## config.mk

```make
export PLATFORM = sky130hd
export DESIGN_NAME = msx_mouse_port
export DESIGN_NICKNAME = d
export VERILOG_FILES = /design/src/rtl/msx_mouse_pkg.sv /design/src/rtl/msx_delta_accum.sv /design/src/rtl/msx_mouse_port.sv
export SDC_FILE = /design/constraint.sdc
export NUM_CORES = 1
export LEC_CHECK = 0
export BUFFER_PORTS_ARGS = -buffer_cell sky130_fd_sc_hd__clkbuf_2
export CORE_ASPECT_RATIO = 1.5
export CORE_UTILIZATION = 64
export DETAILED_ROUTE_END_ITERATION = 8
export GPL_TIMING_DRIVEN = 0
export PLACE_DENSITY = 0.89
export REMOVE_ABC_BUFFERS = 1
export SETUP_SLACK_MARGIN = 0.1
export SLEW_MARGIN = 20
export SYNTH_ARGS = -nofsm -noshare
export SYNTH_HDL_FRONTEND = slang
export SYNTH_SLANG_ARGS = --single-unit
```

## constraint.sdc

```tcl
create_clock -name clk_sys -period 6 [get_ports clk_sys]
set_input_delay 1.2 -clock clk_sys [delete_from_list [all_inputs] [get_ports clk_sys]]
set_output_delay 1.2 -clock clk_sys [all_outputs]
set_load 0.05 [all_outputs]
```

## src/rtl/msx_mouse_pkg.sv

```systemverilog
// Shared types and helpers for the MSX mouse-protocol encoder.
package msx_mouse_pkg;

    typedef enum logic [1:0] {
        X_HI = 2'd0,
        X_LO = 2'd1,
        Y_HI = 2'd2,
        Y_LO = 2'd3
    } nib_state_t;

    localparam logic [3:0] NIB_IDLE = 4'hF;

    function automatic logic signed [7:0] sat8(input logic signed [31:0] v);
        if (v > 32'sd127) begin
            return 8'sh7F;
        end else if (v < -32'sd128) begin
            return 8'sh80;
        end else begin
            return signed'(v[7:0]);
        end
    endfunction

endpackage

```

## src/rtl/msx_delta_accum.sv

```systemverilog
// Per-axis saturating delta accumulator with snapshot-and-clear.
module msx_delta_accum
    import msx_mouse_pkg::*;
#(
    parameter int IN_W = 9,
    parameter int INV  = 0
) (
    input  logic            clk_sys,
    input  logic            rst_n,
    input  logic            clr,
    input  logic            upd,
    input  logic            snap,
    input  logic [IN_W-1:0] delta,
    output logic [7:0]      snap_nxt
);

    localparam int SW = IN_W + 2;

    logic signed [7:0]    acc_q, acc_d;
    logic signed [7:0]    snap_q, snap_d;
    logic signed [SW-1:0] d_ext, d_eff, base, sum;

    always_comb begin
        d_ext  = {{2{delta[IN_W-1]}}, delta};
        d_eff  = (INV != 0) ? -d_ext : d_ext;
        // A snapshot hands the old total to snap and restarts from zero, so a
        // coincident delta lands in the fresh accumulator.
        base   = snap ? '0 : SW'(acc_q);
        sum    = base + d_eff;
        acc_d  = acc_q;
        snap_d = snap_q;
        if (snap) begin
            snap_d = acc_q;
            acc_d  = '0;
        end
        if (upd) begin
            acc_d = sat8(32'(sum));
        end
        if (clr) begin
            acc_d = '0;
        end
    end

    always_ff @(posedge clk_sys) begin
        if (!rst_n) begin
            acc_q  <= '0;
            snap_q <= '0;
        end else begin
            acc_q  <= acc_d;
            snap_q <= snap_d;
        end
    end

    assign snap_nxt = snap_d;

endmodule

```

## src/rtl/msx_mouse_port.sv

```systemverilog
// MSX mouse encoder for one joystick port: enable control, strobe edge detect,
// inter-nibble timeout and the nibble mux over two per-axis accumulators.
module msx_mouse_port
    import msx_mouse_pkg::*;
#(
    parameter int TIMEOUT  = 100000,
    parameter int IN_W     = 9,
    parameter int INVERT_X = 1,
    parameter int INVERT_Y = 0
) (
    input  logic            clk_sys,
    input  logic            rst_n,
    input  logic [IN_W-1:0] mouse_x,
    input  logic [IN_W-1:0] mouse_y,
    input  logic [1:0]      mouse_btn,
    input  logic            mouse_strobe,
    input  logic            joy_active,
    input  logic            strobe,
    output logic            enable,
    output logic [5:0]      port_out,
    output logic [1:0]      state
);

    localparam int TW = $clog2(TIMEOUT + 1);
    localparam logic [TW-1:0] TMO_LOAD = TW'(TIMEOUT);

    logic          enable_q, enable_d;
    logic          strobe_dly_q;
    nib_state_t    state_q, state_d;
    logic [TW-1:0] tmo_q, tmo_d;
    logic [3:0]    nib_q, nib_d;
    logic [1:0]    btn_q, btn_d;
    logic          stb_edge, snap;
    logic [7:0]    snap_x_nxt, snap_y_nxt;

    always_comb begin
        enable_d = enable_q;
        if (mouse_strobe) begin
            enable_d = 1'b1;
        end else if (joy_active) begin
            enable_d = 1'b0;
        end

        stb_edge = strobe ^ strobe_dly_q;
        btn_d    = ~mouse_btn;
        state_d  = state_q;
        tmo_d    = tmo_q;
        nib_d    = nib_q;
        snap     = 1'b0;

        if (!enable_d) begin
            state_d = X_HI;
            tmo_d   = '0;
            nib_d   = NIB_IDLE;
        end else begin
            if (tmo_q != '0) begin
                tmo_d = tmo_q - TW'(1);
            end
            if (tmo_q == TW'(1)) begin
                state_d = X_HI;
            end
            // An edge overrides a timeout expiring in the same cycle.
            if (stb_edge && enable_q) begin
                state_d = nib_state_t'(state_q + 2'd1);
                tmo_d   = TMO_LOAD;
                case (state_q)
                    X_HI: begin
                        snap  = 1'b1;
                        nib_d = snap_x_nxt[7:4];
                    end
                    X_LO: nib_d = snap_x_nxt[3:0];
                    Y_HI: nib_d = snap_y_nxt[7:4];
                    Y_LO: nib_d = snap_y_nxt[3:0];
                endcase
            end
        end
    end

    always_ff @(posedge clk_sys) begin
        if (!rst_n) begin
            enable_q     <= 1'b0;
            strobe_dly_q <= strobe;
            state_q      <= X_HI;
            tmo_q        <= '0;
            nib_q        <= NIB_IDLE;
            btn_q        <= 2'b11;
        end else begin
            enable_q     <= enable_d;
            strobe_dly_q <= strobe;
            state_q      <= state_d;
            tmo_q        <= tmo_d;
            nib_q        <= nib_d;
            btn_q        <= btn_d;
        end
    end

    msx_delta_accum #(.IN_W(IN_W), .INV(INVERT_X)) u_acc_x (
        .clk_sys  (clk_sys),
        .rst_n    (rst_n),
        .clr      (~enable_d),
        .upd      (mouse_strobe),
        .snap     (snap),
        .delta    (mouse_x),
        .snap_nxt (snap_x_nxt)
    );

    msx_delta_accum #(.IN_W(IN_W), .INV(INVERT_Y)) u_acc_y (
        .clk_sys  (clk_sys),
        .rst_n    (rst_n),
        .clr      (~enable_d),
        .upd      (mouse_strobe),
        .snap     (snap),
        .delta    (mouse_y),
        .snap_nxt (snap_y_nxt)
    );

    assign enable   = enable_q;
    assign port_out = {btn_q, nib_q};
    assign state    = state_q;

endmodule

```

# After elaboration in Yosys (flattened, before gate mapping)
# Cells that the tools add are included.
totals:
  ff_bits: 59
  input_bits: 25
  word_cells: 57
classes:
  n_addsub: 5
  order_cmp: 4
  eq_ne: 4
  mux: 21
  bitwise: 4
  n_reduce_logical: 8
ops:
  columns: ["op", "n"]
  rows:
  - ["$mux 8", 9]
  - ["$mux 17", 2]
  - ["$gt 11x8->1 const B", 2]
  - ["$lt 11x8->1 const B", 2]
  - ["$mux 11", 2]
  - ["$eq 17x1->1 const B", 1]
  - ["$reduce_bool 17->1", 1]
  - ["$sub 17x1->17 const B", 1]
  - ["$pmux 4 s4", 1]
  - ["$add 11x11->11", 1]
  - ["$add 11x9->11", 1]
  - ["$neg 9->11", 1]
  - ["$reduce_bool 2->1", 3]
  - ["$mux 1", 5]
  - ["$eq 2x2->1 const B", 2]
  - ["$mux 2", 2]
  - ["$reduce_or 3->1", 1]
  - ["$add 2x1->2 const B", 1]
  - ["$eq 2x1->1 const B", 1]
  - ["$logic_not 2->1", 1]
  - ["$not 1->1", 2]
  - ["$not 2->2", 1]
  - ["$reduce_and 2->1", 1]
  - ["$logic_and 1x1->1", 1]
  - ["$xor 1x1->1", 1]

# Depth between registers and ports, before layout
# Gate-level depths: netlist (run 1).
logic_depth:
  word_depth: 10
  mapped_depth: 15

# By module
# From an unflattened synthesis (run 1), not the netlist that was laid out.
unflattened:
  hier_cells: 444
  hier_area_um2: 3870.0
modules_own_cells:
  columns: ["module", "n_inst", "cells_each", "area_per_inst_um2", "seq_area_each_um2"]
  rows:
  - ["msx_mouse_port", 1, 163, 1425.1, 540.5]
  - ["msx_delta_accum at u_acc_x", 1, 147, 1256.2, 320.3]
  - ["msx_delta_accum at u_acc_y", 1, 134, 1188.6, 320.3]

# Worst setup path after synthesis (run 1)
# Ideal clock, no wire load.
synth_path:
  path_type: "input port to flip-flop"
  from: "input strobe"
  to: "register u_acc_x.acc_q[6]"
  setup_time_ns: 0.086
  t_arrival_ns: 3.908
  required_ns: 5.914
  setup_slack_ns: 2.006
  cell_stages: 12
  path_buffers: 1
  path_cell_list: "xor2_1 -> o2111ai_1 -> clkbuf_1 -> and2_1 -> ha_1 -> a21oi_1 -> nand2_1 -> o21ai_0 -> nand2_1 -> a311o_1 -> and2_4 -> a211oi_1"
synth_between:
  elab_chain_cells: 10
  elab_cells_between_ends: 12
  classes_between: "1 x add/sub; 2 x order compare; 6 x mux; 1 x bitwise; 2 x reduce/logical"
synth_lines:
  columns: ["element", "line", "rtl"]
  rows:
  - ["start, declared", "msx_mouse_port.sv:18", "input logic strobe,"]
  - ["$xor 1x1->1 (*)", "msx_mouse_port.sv:44", "stb_edge = strobe ^ strobe_dly_q;"]
  - ["$logic_and 1x1->1 (*)", "msx_mouse_port.sv:63", "if (stb_edge && enable_q) begin"]
  - ["$mux 1 (*)", "msx_mouse_port.sv:63", null]
  - ["$mux 1 (*)", "msx_mouse_port.sv:51", "if (!enable_d) begin"]
  - ["$mux 11", "msx_delta_accum.sv:28", "base = snap ? '0 : SW'(acc_q);"]
  - ["$add 11x11->11", "msx_delta_accum.sv:29", "sum = base + d_eff;"]
  - ["$lt 11x8->1", "msx_mouse_pkg.sv:16", "end else if (v < -32'sd128) begin"]
  - ["$mux 8", "msx_mouse_pkg.sv:16", null]
  - ["$mux 8", "msx_mouse_pkg.sv:14", "if (v > 32'sd127) begin"]
  - ["$mux 8", "msx_delta_accum.sv:36", "if (upd) begin"]
  - ["end signal, assigned", "msx_delta_accum.sv:46", "acc_q <= '0;"]
  - ["end signal, assigned", "msx_delta_accum.sv:49", "acc_q <= acc_d;"]
  - ["end, declared", "msx_delta_accum.sv:19", "logic signed [7:0] acc_q, acc_d;"]
# Mark *: on every way between the ends. The rest lies on a longest branch, timed or not.
# A chain may end at the register's enable or synchronous reset.

# Final worst setup path (run 1)
# Same ends and word-level chain as after synthesis.

==> results.rst, run 1 <==
.. list-table::
   :header-rows: 1

   * - Metric
     - Value
   * - Share of post-route cells with drive strength above 1
     - 0.1353
   * - Average wire length per cell after detail routing
     - 14.33 um
   * - Number of levels in the clock H-tree
     - 3
   * - Number of enable-type register cells in the synthesized netlist
     - 0
   * - Via count of the first global-routing pass
     - 2880
   * - Buffer type at the clock tree root
     - sky130_fd_sc_hd__clkbuf_8
   * - Wire length of the first global-routing pass
     - 12.08 mm
   * - Initial core utilization
     - 0.6710
   * - Routed metal-1 wire length
     - 2.933 mm
   * - Diodes inserted
     - 0
   * - Yosys warning count
     - 0
   * - Final instance area
     - 3945 um2
   * - Top-area cell type share of the netlist area
     - 0.3408
   * - Fin Hold WS
     - 481.3 ps
   * - Number of antenna violations at the first check in global routing
     - 0
   * - WL met2
     - 4.041 mm
   * - Via density per instance
     - 5.709
   * - Final clock skew
     - 3.407 ps
   * - Worst Path Required
     - 6250 ps
   * - Cell Area, Synth
     - 3466 um2
   * - Final net count
     - 499
   * - Achievable Freq
     - 240.5 MHz
   * - Post-synthesis sequential element count
     - 59
   * - Number of distinct library cell variants in the gate-level netlist after synthesis
     - 50
   * - Post-detailed-placement half-perimeter wirelength
     - 5.370 mm
   * - Power per unit of standard cell area
     - 409.0 nW/um2
   * - Y dimension of the die
     - 92.13 um
   * - Most area-hungry cell type in the Yosys netlist
     - sky130_fd_sc_hd__dfxtp_1
   * - Kind of launch point of the worst setup path
     - input port
   * - Highest-count cells in the layout ignoring fill and taps
     - 59 x sky130_fd_sc_hd__dfxtp_1, 39 x sky130_fd_sc_hd__nand2_1, 35 x sky130_fd_sc_hd__nor2_1
   * - Placement row count
     - 32
   * - Drt first pass iters
     - 4
   * - Layout overhead on the synthesized area
     - 13.83%
   * - Final min period
     - 4159 ps
   * - Worst-skew pair later-pin latency
     - 340 ps
   * - DRC violation count after routing
     - 0
   * - Total overflow reported by the global router
     - 0
   * - Total CTS buffers
     - 9
   * - Mean Syn Cell Area
     - 8.392 um2
   * - Worst setup slack for register-to-register paths
     - 2400 ps
   * - Maximum ir drop on the vdd rail
     - 0.1544 mV
   * - Setup bufs post-CTS
     - 0
   * - Boundary Pins
     - 34
   * - CP arrival
     - 4410 ps
   * - Largest cells by area after synthesis
     - sky130_fd_sc_hd__dfxtp_1 34%, sky130_fd_sc_hd__ha_1 9.4%, sky130_fd_sc_hd__nor2b_1 4.7%
   * - Cell area reported after detailed placement
     - 3719 um2
   * - Total detailed-routing wirelength
     - 7.438 mm
   * - Max FO, Critical Path
     - 26
   * - Final count of hold timing violations
     - 0
   * - Setup-failing EPs final
     - 0
   * - Number of max-cap violations
     - 0
   * - Async S/R FF share, synth
     - 0
   * - CTS tree
     - done
   * - Pin slew with the least headroom to its limit
     - 838.9 ps
   * - Top layer used by detailed routing
     - met4
   * - CTS Sinks
     - 59
   * - Run status
     - completed
   * - Via total after detailed routing
     - 2963
   * - Antenna-violating nets left
     - 0
   * - Worst rel slew slack
     - 0.4407
   * - Die ar.
     - 5720 um2
   * - Primary flip-flop cell chosen by synthesis mapping
     - sky130_fd_sc_hd__dfxtp_1
   * - Tightest Hold Check Type
     - reg2reg
   * - Buffers on Ports
     - 33
   * - Final Slew Violations
     - 0
   * - Largest net degree at the start of global routing
     - 27
   * - Final weighted congestion of routability-driven global placement
     - 0.8401
   * - Final Cycle Share
     - 0.6931
   * - Global routing usage summed across all routing layers
     - 0.2843
   * - Post-synthesis sequential area ratio
     - 0.3408
   * - Violation count after the first detailed-routing iteration
     - 141
   * - Placeable Area
     - 5165 um2
   * - Leak
     - 0.001788 uW
   * - Most common cell after layout, fill and taps aside
     - sky130_fd_sc_hd__dfxtp_1
   * - Detail Route met3 WL
     - 247 um
   * - Maximum buffer depth of the clock tree
     - 2
   * - Hold buffer count at CTS
     - 0
   * - Post-place setup slack
     - 1583 ps
   * - Clock transition time at the flip-flop clock pins of the worst setup and hold paths
     - 60 ps
   * - Cell count after synthesis
     - 413
   * - Worst Setup End Kind
     - flip-flop
   * - Category of the critical setup timing path
     - in2reg
   * - Number of gates given a new drive strength after cts
     - 0
   * - Die X-Extent
     - 62.09 um
   * - Unrepaired setup endpoints after global routing
     - no
   * - Fin worst setup slack
     - 1842 ps
## critical path, cell delays in order
cell,delay [ps]
sky130_fd_sc_hd__clkbuf_2,100
sky130_fd_sc_hd__xor2_1,400
sky130_fd_sc_hd__o2111ai_4,310
sky130_fd_sc_hd__buf_16,260
sky130_fd_sc_hd__and2_1,200
sky130_fd_sc_hd__ha_1,340
sky130_fd_sc_hd__nand2_1,60
sky130_fd_sc_hd__o21ai_0,350
sky130_fd_sc_hd__a31o_2,280
sky130_fd_sc_hd__a21oi_1,110
sky130_fd_sc_hd__a311o_1,380
sky130_fd_sc_hd__and2_4,200
sky130_fd_sc_hd__a211oi_1,220
## layout make-up
| type | count | area (um2) |
|---|---|---|
| clock inverters | 5 | 75.07 |
| repair buffers | 34 | 192.7 |
| multi-input cells | 316 | 2162 |
| flip-flops and latches | 59 | 1181 |
| well taps | 68 | 85.08 |
| fillers | 390 | 1220 |
| clock buffers | 11 | 151.4 |
| inverters | 26 | 97.59 |
## power by group
group | internal [uW] | switching, uW
clock | 254 | 153
combinational | 311 | 390
sequential | 453 | 52.9
## kinds of logic (layout without fill, tap and decap cells)
group,count (synthesis),in the layout,synth area share
AND/OR/NAND/NOR,155,155,0.2296
buffers and inverters,38,76,0.04151
multiplexers,16,16,0.04621
XOR/XNOR,27,27,0.06823
AO/OA/AOI/OAI,90,90,0.1682
flip-flops,59,59,0.3408
adder cells (fa/ha/maj),28,28,0.1054
## through the flow
stage / util / setup TNS, ps / total power, uW / std cells
after floorplan: - / 0 / 1061 / 401
after global placement: 0.7105 / -789.4 / 1156 / 502
after detailed placement: 0.7200 / 0 / 1194 / 503
after CTS: 0.7638 / 0 / 1612 / 519
after global routing: 0.7638 / 0 / 1721 / 519
final: 0.7638 / 0 / 1614 / 519
## final timing paths
kind | start | endpoint | cells after the start
min reg2reg | u_acc_y.acc_q[3] | u_acc_y.acc_q[3] | 2
min | u_acc_y.acc_q[3] | u_acc_y.acc_q[3] | 2
max | strobe | u_acc_x.acc_q[6] | 13
max reg2reg | state[0] | u_acc_x.acc_q[6] | 13
## cell usage after synthesis, types with 2 or more instances
library cell / count
sky130_fd_sc_hd__mux2i_1: 16
sky130_fd_sc_hd__and2_1: 15
sky130_fd_sc_hd__a31oi_1: 2
sky130_fd_sc_hd__xor2_1: 9
sky130_fd_sc_hd__nor3_1: 6
sky130_fd_sc_hd__and2_4: 2
sky130_fd_sc_hd__inv_1: 26
sky130_fd_sc_hd__o31ai_1: 4
sky130_fd_sc_hd__nor2b_1: 26
sky130_fd_sc_hd__o21ai_0: 12
sky130_fd_sc_hd__nor2_1: 35
sky130_fd_sc_hd__nand3_1: 15
sky130_fd_sc_hd__dfxtp_1: 59
sky130_fd_sc_hd__and3_1: 3
sky130_fd_sc_hd__xnor2_1: 18
sky130_fd_sc_hd__fa_1: 2
sky130_fd_sc_hd__a21oi_1: 30
sky130_fd_sc_hd__nand2b_1: 4
sky130_fd_sc_hd__o2111ai_1: 2
sky130_fd_sc_hd__nand3b_1: 2
sky130_fd_sc_hd__ha_1: 26
sky130_fd_sc_hd__o21a_1: 4
sky130_fd_sc_hd__nand2_1: 39
sky130_fd_sc_hd__a32o_1: 2
sky130_fd_sc_hd__o21ai_1: 2
sky130_fd_sc_hd__a211oi_1: 10
sky130_fd_sc_hd__clkbuf_1: 10
sky130_fd_sc_hd__a211o_1: 2
sky130_fd_sc_hd__o22ai_1: 5
sky130_fd_sc_hd__a21o_1: 5
## registers in the layout, summed over array words and instances, names as in the netlist
signal and cells:
u_acc_x.snap_q 8, btn_q 2, enable 1, strobe_dly_q 1, u_acc_x.acc_q 8, nib_q 4, tmo_q 17, u_acc_y.snap_q 8
state 2, u_acc_y.acc_q 8
## per-layer routing
metal / up-vias / GRT usage
met5: - / 0
met4: 0 / 0.1352
met3: 22 / 0.07757
met2: 72 / 0.5062
met1: 1379 / 0.2866
li1: 1490 / -
Note: power is estimated with default switching activity, not from simulation.
==> run 2: changes to the inputs <==
- CORE_UTILIZATION: 64 -> 59
- PLACE_DENSITY: 0.89 -> 0.84
- clock period: 6 -> 4.2 ns (I/O delays scaled with it)
==> results.rst, run 2 (same netlist as run 1, synthesis figures left out) <==
.. list-table::
   :header-rows: 1

   * - Metric
     - Value
   * - Global routing usage summed across all routing layers
     - 0.2459 (-0.03834)
   * - Total number of cells along the worst setup path
     - 12 (-1)
   * - Die ar.
     - 6191 um2 (+8.2%)
   * - Core Util, Final
     - 0.7024 (-0.06145)
   * - Largest net degree at the start of global routing
     - 26 (-3.7%)
   * - Die X-Extent
     - 64.58 um (+4.0%)
   * - Y dimension of the die
     - 95.87 um (+4.1%)
   * - Kind of launch point of the worst setup path
     - input port
   * - Final Cycle Share
     - 0.9116
   * - Via total after detailed routing
     - 2921 (-1.4%)
   * - CTS Sinks
     - 59 (unchanged)
   * - Area occupied by multi-input gates
     - 2162 um2 (unchanged)
   * - Setup total negative slack
     - 0 ps (unchanged)
   * - Total CTS buffers
     - 9 (unchanged)
   * - Number of antenna violations at the first check in global routing
     - 0 (unchanged)
   * - Setup-failing EPs final
     - 0 (unchanged)
   * - Max FO, Critical Path
     - 25 (-3.8%)
   * - Pin slew with the least headroom to its limit
     - 758.9 ps (-79.96 ps)
   * - Number of max-cap violations
     - 0 (unchanged)
   * - Power per unit of standard cell area
     - 562.2 nW/um2 (+37%)
   * - Violation count after the first detailed-routing iteration
     - 97 (-31%)
   * - Diodes inserted
     - 0 (unchanged)
   * - Leak
     - 0.001768 uW (-1.1%)
   * - Total overflow reported by the global router
     - 0 (unchanged)
   * - Flip-flop count of the largest register after layout
     - 17 (unchanged)
   * - DRC violation count after routing
     - 0 (unchanged)
   * - Final Slew Violations
     - 0 (unchanged)
   * - Worst Path Required
     - 4440 ps (-1810 ps)
   * - Buffers on Ports
     - 33 (unchanged)
   * - Total detailed-routing wirelength
     - 7.096 mm (-4.6%)
   * - Critical path buffers and inverters
     - 2 (unchanged)
   * - Clock network fraction of total power
     - 0.223 (-0.029)
   * - Post-detailed-placement half-perimeter wirelength
     - 5.497 mm (+2.4%)
   * - Switching share of total power
     - 0.3738 (+0.004540)
   * - Top delay family on crit path
     - compound AO/OA/AOI/OAI gates
   * - Biggest register
     - tmo_q
   * - Category of the critical setup timing path
     - in2reg
   * - Number of gates given a new drive strength after cts
     - 0 (unchanged)
   * - Final count of hold timing violations
     - 0 (unchanged)
   * - Final weighted congestion of routability-driven global placement
     - 0.8355 (-0.55%)
   * - Path depth of the worst reg2reg path
     - 13 (unchanged)
   * - Initial core utilization
     - 0.6218 (-0.04925)
   * - Drt first pass iters
     - 4 (unchanged)
   * - Via count of the first global-routing pass
     - 2852 (-0.97%)
   * - Wire length of the first global-routing pass
     - 11.80 mm (-2.3%)
   * - Worst rel slew slack
     - 0.4940 (+0.05332)
   * - Average wire length per cell after detail routing
     - 13.62 um (-5.0%)
   * - Final min period
     - 3829 ps
   * - Layout filler cell count
     - 455 (+17%)
   * - Number of levels in the clock H-tree
     - 3 (unchanged)
   * - CTS tree
     - done
   * - Internal portion of total power
     - 1378 uW (+35%)
   * - Worst-skew pair later-pin latency
     - 330 ps (about the same)
   * - Most common cell after layout, fill and taps aside
     - sky130_fd_sc_hd__dfxtp_1
   * - Library cell contributing the largest single delay on the critical path
     - sky130_fd_sc_hd__o2111ai_4
   * - Hold buffer count at CTS
     - 0 (unchanged)
   * - Maximum buffer depth of the clock tree
     - 2 (unchanged)
   * - CP arrival
     - 4060 ps (-350 ps)
   * - Buffer type at the clock tree root
     - sky130_fd_sc_hd__clkbuf_8
   * - Clock transition time at the flip-flop clock pins of the worst setup and hold paths
     - 60 ps (about the same)
   * - Layout overhead on the synthesized area
     - 12.96%
   * - Run status
     - completed
   * - Critical path's largest stage delay
     - 440 ps (+40 ps)
   * - Tightest Hold Check Type
     - reg2reg
   * - Fraction of power consumed by sequential logic
     - 0.328 (+0.014)
   * - Share of post-route cells with drive strength above 1
     - 0.1330 (-0.002217)
   * - Sequential Area
     - 1181 um2 (unchanged)
   * - Part of the total power dissipated in combinational logic
     - 0.448 (+0.014)
   * - Setup bufs post-CTS
     - 0 (unchanged)
   * - Unrepaired setup endpoints after global routing
     - no
   * - Critical path, cell by cell
     - clkbuf_2, o2111ai_4, buf_16, nand2_1, ha_1, fa_1, o21ai_0, a31o_2, a21oi_1, a311o_1, and2_4, a211oi_1
   * - Highest-count cells in the layout ignoring fill and taps
     - 59 x sky130_fd_sc_hd__dfxtp_1, 39 x sky130_fd_sc_hd__nand2_1, 35 x sky130_fd_sc_hd__nor2_1
   * - Boundary Pins
     - 34 (unchanged)
   * - Maximum ir drop on the vdd rail
     - 0.1804 mV (+17%)
   * - Achievable Freq
     - 261.2 MHz
   * - Placeable Area
     - 5574 um2 (+7.9%)
   * - Antenna-violating nets left
     - 0 (unchanged)
   * - Placement row count
     - 33 (+3.1%)
   * - Final clock skew
     - 4.628 ps (+1.221 ps)
   * - Via density per instance
     - 5.607 (-1.8%)
   * - Net switching power
     - 822.8 uW (+38%)
   * - Worst Hold Path Cells
     - 2 (unchanged)
   * - Worst Setup End Kind
     - flip-flop
   * - Final net count
     - 499 (unchanged)
## run 2: area by class of cell
class                      instances  area share
clock buffer                      11     0.03611
clock inverter                     5     0.01342
inverter                          26     0.02493
multi-input combinational        316      0.5523
sequential                        59      0.3017
tap                               70     0.02237
timing repair buffer              34     0.04922
## run 2: stage by stage
stage / power [uW] / hold slack, ps / setup WS, ps / cell area [um2] / std cells
finish: 2201 / 475.6 / 371.4 / 3915 / 521
global route: 2355 / 507.9 / 149.9 / 3915 / 521
CTS: 2212 / 482.4 / 355.2 / 3915 / 521
detailed placement: 1706 / 471.3 / 26.24 / 3721 / 505
global placement: 1653 / 464.4 / -1641 / 3672 / 504
floorplan: 1515 / 437.9 / -525.6 / 3420 / 401
## run 2: path summary, 6_finish.rpt
check              startpoint               end  slack (ps)
max              mouse_strobe  u_acc_x.acc_q[6]         370
min          u_acc_y.acc_q[4]  u_acc_y.acc_q[4]         480
max reg2reg          state[0]  u_acc_x.acc_q[6]         580
min reg2reg  u_acc_y.acc_q[4]  u_acc_y.acc_q[4]         480
## run 2: tightest hold or removal path, delay by kind of cell, from the launching register on
family | cells | cell delay, ps
simple gates | 1 | 50
compound gates | 1 | 60
flops | 1 | 320
## run 2: power by group through the flow
stage	Sequential [uW]	Clock [uW]	Combinational (uW)
5_1_grt	732	529	1090
2_1_floorplan	727	0	788
4_1_cts	721	502	989
3_3_place_gp	724	0	928
6_report	723	492	986
3_5_place_dp	733	0	973
## run 2: routing by layer
metal  track usage  up-vias  share of wire
met2        0.4596       54           0.54
met3       0.05687       17          0.023
met1        0.2462     1350           0.41
li1              -     1500              -
met4        0.1407        0          0.028
met5             0        -              0
==> run 3: changes to the inputs <==
- CORE_MARGIN: not set -> 2
- HOLD_SLACK_MARGIN: not set -> 0.03
- PLACE_DENSITY: 0.84 -> not set
- PLACE_DENSITY_LB_ADDON: not set -> 0.05
==> results.rst, run 3 (same netlist as run 1, synthesis figures left out) <==
.. list-table::
   :header-rows: 1

   * - Metric
     - Value
   * - Fraction of power consumed by sequential logic
     - 0.335 (+0.007)
   * - Number of max-cap violations
     - 0 (unchanged)
   * - PnR Total Power
     - 2143 uW (-2.6%)
   * - Total overflow reported by the global router
     - 0 (unchanged)
   * - Final weighted congestion of routability-driven global placement
     - 0.7727 (-7.5%)
   * - Maximum ir drop on the vdd rail
     - 0.2035 mV (+13%)
   * - Final min period
     - 3773 ps (-55.52 ps)
   * - CTS tree
     - done
   * - Boundary Pins
     - 34 (unchanged)
   * - Layout overhead on the synthesized area
     - 12.60%
   * - Average wire length per cell after detail routing
     - 12.97 um (-4.8%)
   * - Tightest Hold Check Type
     - reg2reg
   * - Hold buffer count at CTS
     - 0 (unchanged)
   * - Internal portion of total power
     - 1348 uW (-2.2%)
   * - Layout filler cell count
     - 488 (+7.3%)
   * - Category of the critical setup timing path
     - in2reg
   * - Wire length of the first global-routing pass
     - 11.53 mm (-2.3%)
   * - Buffer type at the clock tree root
     - sky130_fd_sc_hd__clkbuf_8
   * - Total CTS buffers
     - 9 (unchanged)
   * - Global routing usage summed across all routing layers
     - 0.2239 (-0.02204)
   * - Clock transition time at the flip-flop clock pins of the worst setup and hold paths
     - 60 ps (about the same)
   * - Post-detailed-placement half-perimeter wirelength
     - 5.224 mm (-5.0%)
   * - Unrepaired setup endpoints after global routing
     - no
   * - Initial core utilization
     - 0.6035 (-0.01829)
   * - Worst Path Required
     - 4440 ps (about the same)
   * - Largest net degree at the start of global routing
     - 25 (-3.8%)
   * - Flip-flop count of the largest register after layout
     - 17 (unchanged)
   * - Violation count after the first detailed-routing iteration
     - 127 (+31%)
   * - Most common cell after layout, fill and taps aside
     - sky130_fd_sc_hd__dfxtp_1
   * - Clock network fraction of total power
     - 0.212 (-0.011)
   * - Final Cycle Share
     - 0.8984 (-0.01322)
   * - Setup bufs post-CTS
     - 0 (unchanged)
   * - Post-place setup slack
     - 120.2 ps (+93.94 ps)
   * - Via count of the first global-routing pass
     - 2708 (-5.0%)
   * - Share of post-route cells with drive strength above 1
     - 0.1311 (-0.001927)
   * - Switching share of total power
     - 0.3711 (-0.002689)
   * - Pin slew with the least headroom to its limit
     - 802.5 ps (+43.60 ps)
   * - Number of gates given a new drive strength after cts
     - 0 (unchanged)
   * - Kind of launch point of the worst setup path
     - input port
   * - Via total after detailed routing
     - 2862 (-2.0%)
   * - Placement row count
     - 34 (+3.0%)
   * - Diodes inserted
     - 0 (unchanged)
   * - Antenna-violating nets left
     - 0 (unchanged)
   * - CTS Sinks
     - 59 (unchanged)
   * - Achievable Freq
     - 265.0 MHz (+1.5%)
   * - Worst-skew pair later-pin latency
     - 330 ps (about the same)
   * - Biggest register
     - tmo_q
   * - Total detailed-routing wirelength
     - 6.768 mm (-4.6%)
   * - Final count of hold timing violations
     - 0 (unchanged)
   * - Worst rel slew slack
     - 0.4649 (-0.02907)
   * - Part of the total power dissipated in combinational logic
     - 0.453 (+0.005)
   * - Setup-failing EPs final
     - 0 (unchanged)
   * - Highest-count cells in the layout ignoring fill and taps
     - 59 x sky130_fd_sc_hd__dfxtp_1, 39 x sky130_fd_sc_hd__nand2_1, 35 x sky130_fd_sc_hd__nor2_1
   * - Max FO, Critical Path
     - 24 (-4.0%)
   * - Y dimension of the die
     - 97.87 um (+2.1%)
   * - Worst Setup End Kind
     - flip-flop
   * - Number of levels in the clock H-tree
     - 3 (unchanged)
   * - Leak
     - 0.001764 uW (-0.22%)
   * - Final clock skew
     - 7.821 ps (+3.193 ps)
   * - Drt first pass iters
     - 4 (unchanged)
   * - Net switching power
     - 795.4 uW (-3.3%)
   * - Die X-Extent
     - 66.58 um (+3.1%)
   * - Number of antenna violations at the first check in global routing
     - 0 (unchanged)
   * - Fin worst setup slack
     - 426.9 ps (+55.52 ps)
   * - Final Slew Violations
     - 0 (unchanged)
   * - Die ar.
     - 6516 um2 (+5.2%)
   * - CP arrival
     - 4010 ps (-50 ps)
   * - Fin Hold WS
     - 477.5 ps (+1.891 ps)
   * - Cell count after placement
     - 507 (+0.40%)
   * - Maximum buffer depth of the clock tree
     - 2 (unchanged)
   * - Power per unit of standard cell area
     - 549.2 nW/um2 (-2.3%)
   * - DRC violation count after routing
     - 0 (unchanged)
   * - Run status
     - completed
   * - Final net count
     - 499 (unchanged)
   * - Core Util, Final
     - 0.6795 (-0.02284)
   * - Worst setup slack for register-to-register paths
     - 660 ps (+80 ps)
   * - Fin cells
     - 522 (+0.19%)
   * - Placeable Area
     - 5743 um2 (+3.0%)
   * - Via density per instance
     - 5.483 (-2.2%)
   * - Buffers on Ports
     - 33 (unchanged)
==> run 3: layer usage <==
metal	vias up	wire length (um)	global-route usage
met2	43	3518	0.3954
met3	13	162	0.04263
met5	-	0	0
li1	1492	-	-
met4	0	131	0.08477
met1	1314	2955	0.2604
==> run 3: stage by stage <==
stage | setup TNS, ps | instance area (um2)
finish | 0 | 3902
global route | 0 | 3902
CTS | 0 | 3902
detailed placement | 0 | 3724
global placement | -26160 | 3675
floorplan | -6022 | 3420
==> run 3: worst max-delay path, stage by stage <==
cell and delay, ps:
sky130_fd_sc_hd__clkbuf_2 100, sky130_fd_sc_hd__xor2_1 370, sky130_fd_sc_hd__o2111ai_4 330, sky130_fd_sc_hd__buf_16 270, sky130_fd_sc_hd__and2_1 190, sky130_fd_sc_hd__ha_1 340, sky130_fd_sc_hd__nand2_1 60, sky130_fd_sc_hd__o21ai_0 320
sky130_fd_sc_hd__a31o_2 260, sky130_fd_sc_hd__a21oi_1 110, sky130_fd_sc_hd__a311o_1 380, sky130_fd_sc_hd__and2_4 200, sky130_fd_sc_hd__a211oi_1 220
==> run 3: final timing paths <==
path | start | end | cells after the start
hold reg to reg | u_acc_y.acc_q[4] | u_acc_y.acc_q[4] | 2
hold / removal | u_acc_y.acc_q[4] | u_acc_y.acc_q[4] | 2
setup reg to reg | state[0] | u_acc_x.acc_q[6] | 13
setup / recovery | strobe | u_acc_x.acc_q[6] | 13
==> run 3: final cells by class <==
type,instances,area (um2),area share
repair buffers,34,192.7,0.04937
inverters,26,97.59,0.02501
clock inverters,2,10.01,0.002565
multi-input cells,316,2162,0.5540
flip-flops and latches,59,1181,0.3027
clock buffers,13,168.9,0.04328
well taps,72,90.09,0.02308
==> run 3: power groups by stage <==
stage | Clock [uW] | Combinational (uW) | Sequential (uW)
floorplan | 0 | 788 | 727
global placement | 0 | 946 | 726
detailed placement | 0 | 959 | 731
CTS | 464 | 975 | 719
global route | 488 | 1070 | 730
finish | 455 | 970 | 718
